[config.mk]
export PLATFORM = sky130hd
export DESIGN_NAME = shade_output_collector
export DESIGN_NICKNAME = d
export VERILOG_FILES = /design/src/rtl/shade_output_collector.sv
export SDC_FILE = /design/constraint.sdc
export NUM_CORES = 1
export LEC_CHECK = 0
export ABC_AREA = 0
export CAP_MARGIN = 30
export CORE_MARGIN = 3
export CORE_UTILIZATION = 55
export DETAILED_ROUTE_END_ITERATION = 8
export MAX_ROUTING_LAYER = met4
export PLACE_DENSITY = 0.79
export SKIP_CTS_REPAIR_TIMING = 1
export SYNTH_ARGS = -nofsm -noshare
export SYNTH_HDL_FRONTEND = slang
export SYNTH_SLANG_ARGS = --single-unit
[constraint.sdc]
create_clock -name clk -period 6.4 [get_ports clk]
set_input_delay 1.28 -clock clk [delete_from_list [all_inputs] [get_ports clk]]
set_output_delay 1.28 -clock clk [all_outputs]
set_load 0.01 [all_outputs]
[src/rtl/shade_output_collector.sv]
// shade_output_collector: round-robin collects shaded fragments from the ray cores,
// computes framebuffer byte addresses and streams pixel writes to the memory controller.
module shade_output_collector #(
    parameter int RAY_CORE_SIZE = 4,
    parameter int FB_WIDTH      = 320,
    parameter int FB_HEIGHT     = 240,
    parameter int FIFO_DEPTH    = 8
) (
    input  logic                           clk,
    input  logic                           resetn,
    input  logic [RAY_CORE_SIZE-1:0]       shade_valid,
    output logic [RAY_CORE_SIZE-1:0]       shade_ready,
    input  logic [RAY_CORE_SIZE-1:0][9:0]  shade_x,
    input  logic [RAY_CORE_SIZE-1:0][9:0]  shade_y,
    input  logic [RAY_CORE_SIZE-1:0][23:0] shade_color,
    input  logic [31:0]                    fb_base,
    input  logic                           frame_start,
    output logic                           mem_req_valid,
    input  logic                           mem_req_ready,
    output logic [31:0]                    mem_req_addr,
    output logic [31:0]                    mem_req_data,
    output logic [19:0]                    pixel_count,
    output logic                           frame_done,
    output logic                           oob_error
);
    localparam int PW = RAY_CORE_SIZE > 1 ? $clog2(RAY_CORE_SIZE) : 1;
    localparam int AW = $clog2(FIFO_DEPTH);
    localparam logic [19:0] TOTAL = 20'(FB_WIDTH * FB_HEIGHT);

    logic [PW-1:0] rr_ptr, grant_idx, cand;
    logic          grant_any, accept, in_range, pop;
    logic [9:0]    sel_x, sel_y;
    logic [31:0]   sel_addr;
    logic          stage_valid;
    logic [31:0]   stage_addr, stage_data;
    logic [AW:0]   fifo_count;
    logic [AW-1:0] wr_ptr, rd_ptr;
    logic [31:0]   fifo_addr [FIFO_DEPTH];
    logic [31:0]   fifo_data [FIFO_DEPTH];

    // Scan downwards so the core closest to rr_ptr overrides later candidates.
    always_comb begin
        grant_any = 1'b0;
        grant_idx = rr_ptr;
        cand = rr_ptr;
        for (int k = RAY_CORE_SIZE - 1; k >= 0; k--) begin
            cand = PW'((int'(rr_ptr) + k) % RAY_CORE_SIZE);
            if (shade_valid[cand]) begin
                grant_any = 1'b1;
                grant_idx = cand;
            end
        end
    end

    // Credit counts the stage slot so the FIFO can never overflow.
    assign accept      = resetn && grant_any && (int'(fifo_count) + int'(stage_valid) < FIFO_DEPTH);
    assign shade_ready = accept ? RAY_CORE_SIZE'(1) << grant_idx : '0;
    assign sel_x       = shade_x[grant_idx];
    assign sel_y       = shade_y[grant_idx];
    assign in_range    = 32'(sel_x) < FB_WIDTH && 32'(sel_y) < FB_HEIGHT;
    assign sel_addr    = fb_base + ((32'(sel_y) * 32'(FB_WIDTH) + 32'(sel_x)) << 2);

    assign mem_req_valid = fifo_count != '0;
    assign pop           = mem_req_valid && mem_req_ready;
    assign mem_req_addr  = fifo_addr[rd_ptr];
    assign mem_req_data  = fifo_data[rd_ptr];

    always_ff @(posedge clk or negedge resetn) begin
        if (!resetn) begin
            rr_ptr      <= '0;
            stage_valid <= 1'b0;
            stage_addr  <= '0;
            stage_data  <= '0;
            wr_ptr      <= '0;
            rd_ptr      <= '0;
            fifo_count  <= '0;
            pixel_count <= '0;
            frame_done  <= 1'b0;
            oob_error   <= 1'b0;
        end else begin
            stage_valid <= accept && in_range;
            if (accept) begin
                rr_ptr     <= PW'((int'(grant_idx) + 1) % RAY_CORE_SIZE);
                stage_addr <= sel_addr;
                stage_data <= {8'h00, shade_color[grant_idx]};
            end
            wr_ptr     <= wr_ptr + AW'(stage_valid);
            rd_ptr     <= rd_ptr + AW'(pop);
            fifo_count <= fifo_count + (AW+1)'(stage_valid) - (AW+1)'(pop);
            if (frame_start) begin
                pixel_count <= {19'd0, pop};
                frame_done  <= 1'b0;
                oob_error   <= 1'b0;
            end else begin
                if (pop && pixel_count != TOTAL) pixel_count <= pixel_count + 20'd1;
                if (pixel_count == TOTAL) frame_done <= 1'b1;
                if (accept && !in_range) oob_error <= 1'b1;
            end
        end
    end

    always_ff @(posedge clk) begin
        if (stage_valid) begin
            fifo_addr[wr_ptr] <= stage_addr;
            fifo_data[wr_ptr] <= stage_data;
        end
    end
endmodule

# ---- Yosys cells after proc, flatten, opt, wreduce, memory -nomap -nowiden
# Memory sizes are Yosys's and may differ from the RTL's.
# Cells that the tools add are included.
# Widths: inputs -> output; s select.
dict set report totals {
  reg_bits 91
  latch_bits 0
  ramBits 448
  romBits 0
  in_bits 216
  output_inout_bits 91
  word_cells 79
  mem_count 2
}
dict set report op_classes {
  addsub 12
  mul 1
  n_div 0
  n_lt_le_gt_ge 8
  eq_ne 2
  shifts 1
  mux 31
  n_bitwise 0
  reduce_logical 12
}
# memory words width read_ports rd_ports_with_merged_regs wr line_no
set memory_table {}
lappend memory_table {fifo_addr 8 32 1 0 1 38} ;# logic [31:0] fifo_addr [FIFO_DEPTH];
lappend memory_table {fifo_data 8 24 1 0 1 39} ;# logic [31:0] fifo_data [FIFO_DEPTH];
# cell count
set op_table {}
lappend op_table {{$bmux 24 s2} 1}
lappend op_table {{$bmux 10 s2} 2}
lappend op_table {{$mux 20} 2}
lappend op_table {{$add 32x22->32} 1}
lappend op_table {{$mux 24} 1}
lappend op_table {{$add 19x10->20} 1}
lappend op_table {{$add 20x1->20 const B} 1}
lappend op_table {{$eq 20x17->1 const B} 1}
lappend op_table {{$mux 10} 2}
lappend op_table {{$ne 20x17->1 const B} 1}
lappend op_table {{$lt 2x3->1 const B} 5}
lappend op_table {{$mux 1} 14}
lappend op_table {{$mul 10x3->13 const B} 1}
lappend op_table {{$lt 10x8->1 const B} 1}
lappend op_table {{$lt 10x9->1 const B} 1}
lappend op_table {{$bmux 1 s2} 4}
lappend op_table {{$mux 2} 4}
lappend op_table {{$logic_and 1x1->1} 7}
lappend op_table {{$add 3x1->3} 2}
lappend op_table {{$reduce_bool 2->1} 3}
lappend op_table {{$add 4x1->5} 1}
lappend op_table {{$lt 5x4->1 const B} 1}
lappend op_table {{$add 2x1->2 const B} 2}
lappend op_table {{$add 2x2->2 const B} 2}
lappend op_table {{other kinds (6)} 6}

# ---- Logic depth before layout (Yosys ltp)
# Gate-level depths: netlist (run 1).
dict set report logic_depth {
  word_depth 15
  depth_mapped 32
  mapped_depth_nobuf 27
}

# ---- Worst setup path after synthesis (run 1)
# No wires, ideal clock.
dict set report synth_path {
  path_kind {input to register}
  start {input shade_valid[3]}
  end {register stage_addr[28]}
  setup_time_ns 0.135
  arrival_time_ns 6.652
  required_ns 6.265
  path_slack_ns -0.387
  path_stages 29
  n_path_buf 6
  path_cell_list {nor3_1 > a2111oi_2 > or2_1 > buf_6 > inv_2 > buf_6 > buf_6 > buf_2 > buf_2 > nand2_1 > a31oi_1 > ha_1 > ha_1 > inv_1 > fa_1 > nand2b_1 > nor4_1 > and3_1 > nand3_1 > xor2_1 > ha_1 > clkbuf_1 > nand4_1 > inv_1 > and3_1 > o211ai_1 > a2111oi_0 > xnor2_1 > o21ai_0}
}
dict set report synth_between {
  elab_chain_len 11
  word_cells_on_any_way 25
  cone_classes {add/sub (2); mul (1); mux (20); reduce/logical (2)}
}
# element line_no
set synth_rtl {}
lappend synth_rtl {{start: declaration} 11} ;# input logic [RAY_CORE_SIZE-1:0] shade_valid,
lappend synth_rtl {{$bmux 1 s2} 48} ;# if (shade_valid[cand]) begin
lappend synth_rtl {{$mux 1 (not written as such)} 48}
lappend synth_rtl {{$mux 2 (4 in series)} 48}
lappend synth_rtl {{$bmux 10 s2} 59} ;# assign sel_y = shade_y[grant_idx];
lappend synth_rtl {{$mux 10 (not written as such)} 59}
lappend synth_rtl {{$mul 10x3->13} 61} ;# assign sel_addr = fb_base + ((32'(sel_y) * 32'(FB_WIDTH) + 32'(sel_x)) << 2);
lappend synth_rtl {{$add 19x10->20} 61}
lappend synth_rtl {{$add 32x22->32} 61}
lappend synth_rtl {{end signal: assignment} 84} ;# stage_addr <= sel_addr;
lappend synth_rtl {{end: declaration} 35} ;# logic [31:0] stage_addr, stage_data;
# Parallel ways exist; a longest one is shown, timed or not. The select of a mux whose other input is x is not followed.
# A chain may end at the register's enable or synchronous reset.

# ---- Worst setup path after layout (run 1)
dict set report layout_path {
  start {input shade_valid[1]}
  end {register stage_addr[28]}
}
# Same word-level chain as after synthesis.

==> results of run 1 <==
[kinds of logic (layout without fill, tap and decap cells)]
| family | Yosys count | count (layout) |
|---|---|---|
| xor+xnor | 62 | 62 |
| mux | 175 | 175 |
| simple gates | 431 | 431 |
| buf+inv | 117 | 555 |
| other cells | 1 | 14 |
| compound gates | 229 | 229 |
| flops | 539 | 539 |
| fa+ha+maj | 58 | 58 |
[power by group]
group / switching [mW] / total (mW) / leakage (nW) / internal (mW)
logic: 5.00 / 10.0 / 5.05 / 5.01
clock network: 1.28 / 2.95 / 0.812 / 1.67
registers: 0.634 / 5.14 / 5.20 / 4.51
total: 6.91 / 18.1 / 11.1 / 11.2
[metrics by stage]
stage          hold slack [ps]  instance area (um^2)
6_report                   499                 30300
5_1_grt                    525                 30300
4_1_cts                    494                 30100
3_5_place_dp               485                 28500
3_3_place_gp               477                 28400
2_1_floorplan              451                 24100
[area by class of cell]
class                   instances  area [um^2]
flip-flops and latches        539        15700
fillers                      2775        12300
multi-input cells             964         8070
repair buffers                424         4020
clock buffers                  73         1450
well taps                     577          722
clock inverters                25          206
inverters                      33          126
diodes                          5         12.5
[flip-flops by register name, indices dropped and copies added (netlist names)]
signal and cells:
rd_ptr 3, fifo_addr 256, frame_done 1, fifo_count 4, stage_data 24, pixel_count 20
stage_valid 1, stage_addr 32, fifo_data 192, oob_error 1, rr_ptr 2, wr_ptr 3
[placed cells by master, fill, tap and decap left out, types with 31 or more instances in the layout]
master           Yosys  layout
clkdlybuf4s50_1      0     294
nand3_1             40      40
edfxtp_1           448     448
a21oi_1             38      37
ha_1                54      53
nand2_1            267     267
buf_4                9     120
xor2_1              36      36
inv_1               32      31
clkbuf_16            0      52
o21ai_0             94      89
dfrtp_1             91      88
mux4_2             112     112
nor2_1              58      51
mux2_2              58      58
[routing by layer]
metal / track usage, % / part of all wire (%) / vias up
li1: - / - / 6929
met1: 35.6 / 40 / 7799
met2: 42.7 / 48 / 731
met3: 5.51 / 8.0 / 124
met4: 10.3 / 3.7 / 0
met5: - / 0 / -
[path summary, 6_finish.rpt]
path	cells after the start	endpoint	slack (ps)
min reg2reg	1	wr_ptr[2]	500
max	28	stage_addr[28]	250
max reg2reg	27	stage_addr[28]	770
max in group asynchronous	2	rd_ptr[0]	4310
min in group asynchronous	1	fifo_count[3]	730
min	1	wr_ptr[2]	500
[worst max-delay path, cell delays in order]
cell and delay, ps:
clkdlybuf4s50_1 490, nor2_1 180, a21oi_1 70, o221a_4 300, buf_4 150, buf_4 130
o21ai_2 170, inv_1 60, ha_1 290, ha_2 180, inv_1 80, fa_2 260
nor2b_2 60, o31a_1 330, o31a_1 340, o21ai_1 120, nand2b_1 100, xnor2_2 160
xor2_1 170, ha_1 360, nand4_1 130, inv_2 80, and3_1 140, o211ai_1 200
buf_4 220, a2111oi_4 290, xnor2_1 150, o21ai_1 80
==> flow_summary.yaml, run 1 <==
outcome:
  outcome: "finished clean"
synthesis:
  netlist_instances: 1612
  synth-seq-area-share_pct: 65.4
  synth_edf_count: 448
  synth_area_leaders: "edfxtp_1, mux4_2, dfrtp_1, nand2_1, ha_1"
  synthAdderAreaFrac_pct: 3.14
  synth_top_family_by_area: "multiplexers"
  yosys.area.top_type: "edfxtp_1"
  yosys.area_share.simple_pct: 7.69
  synth_cell_types: 65
  synth_compound_area_share_pct: 5.95
  ys_async_sr_fraction_pct: 16.9
  synth_common_cells: "edfxtp_1, nand2_1, mux4_2, o21ai_0, dfrtp_1"
  synth_xor_area_share_pct: 2.26
  synth_top_area_share_pct: 55.9
  netlist_area_um2: 24100
  synth_most_common_cell: "edfxtp_1"
  muxShareOfSynthArea_pct: 13.4
  syn_avg_cell_area_um2: 14.9
  synthFlopType: "edfxtp_1"
  synth-warning-count: 0
  synth.ff_latch_count: 539
pwr:
  peakVddDrop_mv: 0.639
  cellLeakagePower_nw: 11.1
  power-per-cell-area_nw_per_um2: 596
  power.total_mw: 18.1
place:
  dpl.cell_count: 2527
  place_congestion: 0.919
  port_buffers: 298
  pre_cts_ws_ps: -449
  dp_hpwl_um: 39500
timing:
  setup_tns_ps: 0
  maxSlewViolCount: 0
  final-setup-viol-count: 0
  hold_viol_final: 0
  slew_headroom_pct: 37.2
  setup_ws_ps: 250
  fin_crit_ps: 6150
  clock_skew_ps: 24.6
  period_share_pct: 96.1
  max_freq_mhz: 163
  tightest_slew_ps: 939
setup_path:
  cp.required_ps: 6840
  r2r-start: "rr_ptr[1]"
  end_kind: "register"
  start_kind: "input port"
  cp-startpoint: "shade_valid[1]"
  critPathMaxFanout: 6
  worst_ep_arrival_time_ps: 6590
  crit_type: "input port to register"
die:
  die_h_um: 215
  std_cell_rows: 75
  initial_core_util_pct: 56.5
  dieArea_um2: 46300
  pin_count: 307
  core_um2: 42600
  die_width_um: 215
detailed_routing:
  dr_total_vias: 15600
  wl_um: 61100
  ant_nets: 0
  drc_errors: 0
  drtPass1Iterations: 7
  drtIter0Drc: 1304
  vias_per_cell: 5.90
  wl_per_cell_um: 23.1
finish:
  final_util_pct: 71.2
  fin_cells: 2640
  layout-drive-gt1-share_pct: 20.4
  fin_nets: 2288
  area_growth_pct: 26.2
clocking:
  cts_buffers: 52
  clock-sinks: 539
  cts_max_level: 2
  clk_path_buf_depth: 3
  cts_tree: "done"
  clkLatencyLatePin_ps: 610
  cts_root_buf: "clkbuf_16"
  path_clk_slew_ps: 60
grt:
  gr-total-overflow: 0
  grt_pass1_wl_um: 93100
  first_global_vias: 15900
  grt_max_degree: 70
  antenna_found_initial: 5
  grtUsageTotal_pct: 27.2
min_path:
  hold_class: "register to register"
  worst_hold_startpoint: "wr_ptr[2]"
job:
  drv_cap: 0
Note: power is estimated with default switching activity, not from simulation.
==> inputs of run 2 (changes only) <==
--- a/config.mk
+++ b/config.mk
@@ -8,10 +8,11 @@
 export ABC_AREA = 0
 export CAP_MARGIN = 30
 export CORE_MARGIN = 3
-export CORE_UTILIZATION = 55
+export CORE_UTILIZATION = 56
 export DETAILED_ROUTE_END_ITERATION = 8
+export GPL_TIMING_DRIVEN = 0
 export MAX_ROUTING_LAYER = met4
-export PLACE_DENSITY = 0.79
+export PLACE_DENSITY = 0.81
 export SKIP_CTS_REPAIR_TIMING = 1
 export SYNTH_ARGS = -nofsm -noshare
 export SYNTH_HDL_FRONTEND = slang
==> flow_summary.yaml, run 2 (synthesized netlist as in run 1, its figures left out) <==
min_path:
  hold-path-cell-count: 2
  worst_hold_startpoint: "frame_done"
  hold_class: "register to register"
  hold_path_end: "frame_done"
pwr:
  pwr-share-seq_pct: 28.2
  internal-power_mw: 10.4
  combPwrFrac_pct: 55.0
  cellLeakagePower_nw: 11.1
  p_sw_share_pct: 41.2
  peakVddDrop_mv: 0.623
  p_sw_mw: 7.31
  p_clk_share_pct: 16.8
  power-per-cell-area_nw_per_um2: 578
grt:
  grt_pass1_wl_um: 99000
  grt_max_degree: 50
  gr-total-overflow: 0
  grtUsageTotal_pct: 30.5
  first_global_vias: 16500
  antenna_found_initial: 1
outcome:
  violations: "setup timing"
  outcome: "finished, violations left"
job:
  drv_cap: 0
clocking:
  cts_max_level: 2
  path_clk_slew_ps: 70
  clk_path_buf_depth: 3
  cts_root_buf: "clkbuf_16"
  clkLatencyLatePin_ps: 600
  clock-sinks: 539
  cts_tree: "done"
  cts_buffers: 51
setup_path:
  crit_path_max_incr_delay_ps: 350
  end_kind: "register"
  r2r_end: "stage_addr[26]"
  crit_type: "input port to register"
  r2r_slack_ps: 280
  cp.required_ps: 6830
  worst_ep_arrival_time_ps: 6940
  start_kind: "input port"
  cp_common_cell: "buf_12"
  cp_slowest_cell: "a31oi_4"
  reg2regPathDepth: 30
  critPathMaxFanout: 6
  r2r-start: "rr_ptr[1]"
detailed_routing:
  dr_total_vias: 16400
  ant_nets: 0
  vias_per_cell: 6.27
  wl_met1_um: 25500
  highest_layer: "met4"
  drtPass1Iterations: 6
  wl_met2_um: 34700
  drc_errors: 0
  wl_per_cell_um: 26.6
  drtIter0Drc: 1946
  wl_um: 69500
  met3_length_um: 7230
finish:
  largestRegisters: "fifo_addr: 256 flops, fifo_data: 192 flops, stage_addr: 32 flops"
  fill_cells: 2580
  area_growth_pct: 27.6
  final_common_cell: "edfxtp_1"
  mostFrequentLayoutCells: "edfxtp_1, clkdlybuf4s50_1, nand2_1"
  layout-drive-gt1-share_pct: 19.9
  largest_reg_flops: 256
  multiInputGateArea_um2: 8270
  regMostFlops: "fifo_addr"
  fin_nets: 2304
  seqCellArea_um2: 15700
die:
  core_um2: 42200
  initial_core_util_pct: 57.0
  std_cell_rows: 75
  die_width_um: 213
  die_h_um: 213
  dieArea_um2: 45500
  pin_count: 307
timing:
  setup_ws_ps: -108
  maxSlewViolCount: 0
  setup_tns_ps: -217
  rsz0062_at_grt: "true"
  hold_viol_final: 0
  max_freq_mhz: 154
  period_share_pct: 102
  slew_headroom_pct: 33.4
  final-setup-viol-count: 3
  clock_skew_ps: 29.8
  fin_crit_ps: 6510
  tightest_slew_ps: 995
place:
  place_congestion: 0.916
  pre_cts_ws_ps: -2570
  dp_hpwl_um: 45400
  port_buffers: 298
==> run 2: changes by cell type in the layout (fill, tap and decap cells not counted), sizes merged <==
cell / delta
buf: -25
clkbuf: +36
clkdlybuf4s50: -1
clkinv: +7
clkinvlp: +2
diode: -4
dlymetal6s2s: -2
inv: -2
==> run 2: how the worst max path moves through the flow <==
stage	cells after the start	endpoint	startpoint	slack (ps)
floorplan	29	stage_addr[27]	shade_valid[3]	-6
global placement	2	fifo_addr[0][3]	stage_valid	-2480
detailed placement	28	stage_addr[31]	shade_valid[3]	-2570
CTS	28	stage_addr[31]	shade_valid[3]	-1980
global route	31	stage_addr[26]	shade_valid[2]	-220
finish	31	stage_addr[26]	shade_valid[2]	-110
==> run 2: routing by layer <==
| layer | GRT usage (%) | up-vias |
|---|---|---|
| met5 | - | - |
| met4 | 10.1 | 0 |
| met3 | 7.21 | 141 |
| met2 | 49.2 | 1099 |
| met1 | 38.7 | 8171 |
| li1 | - | 6966 |
==> run 2: cell type report <==
class,count,share of cell area (%)
Antenna cell,1,0.00815
Timing Repair Buffer,359,12.1
Buffer,82,1.69
Clock inverter,32,0.795
Sequential cell,539,51.2
Clock buffer,64,4.58
Inverter,33,0.432
Multi-Input combinational cell,964,27.0
Tap cell,539,2.20
==> run 2: metrics by stage <==
| step | util, % | cells | total power [mW] | hold WS (ps) | instance area [um^2] |
|---|---|---|---|---|---|
| floorplan | - | 1620 | 10.6 | 451 | 24100 |
| global placement | 65.8 | 2457 | 13.2 | 465 | 27800 |
| detailed placement | 67.0 | 2485 | 13.5 | 490 | 28300 |
| CTS | 70.9 | 2581 | 16.6 | 505 | 30000 |
| global route | 72.7 | 2613 | 18.5 | 553 | 30700 |
| finish | 72.7 | 2613 | 17.7 | 516 | 30700 |
==> run 2: power by group through the flow <==
stage / combinational, mW / clock, mW / sequential [mW]
3_3_place_gp: 8.20 / 0 / 4.97
3_5_place_dp: 8.44 / 0 / 5.03
2_1_floorplan: 5.76 / 0 / 4.86
6_report: 9.75 / 2.99 / 5.00
4_1_cts: 8.60 / 2.99 / 4.97
5_1_grt: 10.4 / 3.13 / 5.05
==> run 2: critical path, delay by kind of cell <==
family / cells / cell delay, ps
AO/OA/AOI/OAI: 8 / 2040
XOR/XNOR: 2 / 380
adder cells (fa/ha/maj): 3 / 830
buffers and inverters: 10 / 1210
AND/OR/NAND/NOR: 8 / 1160
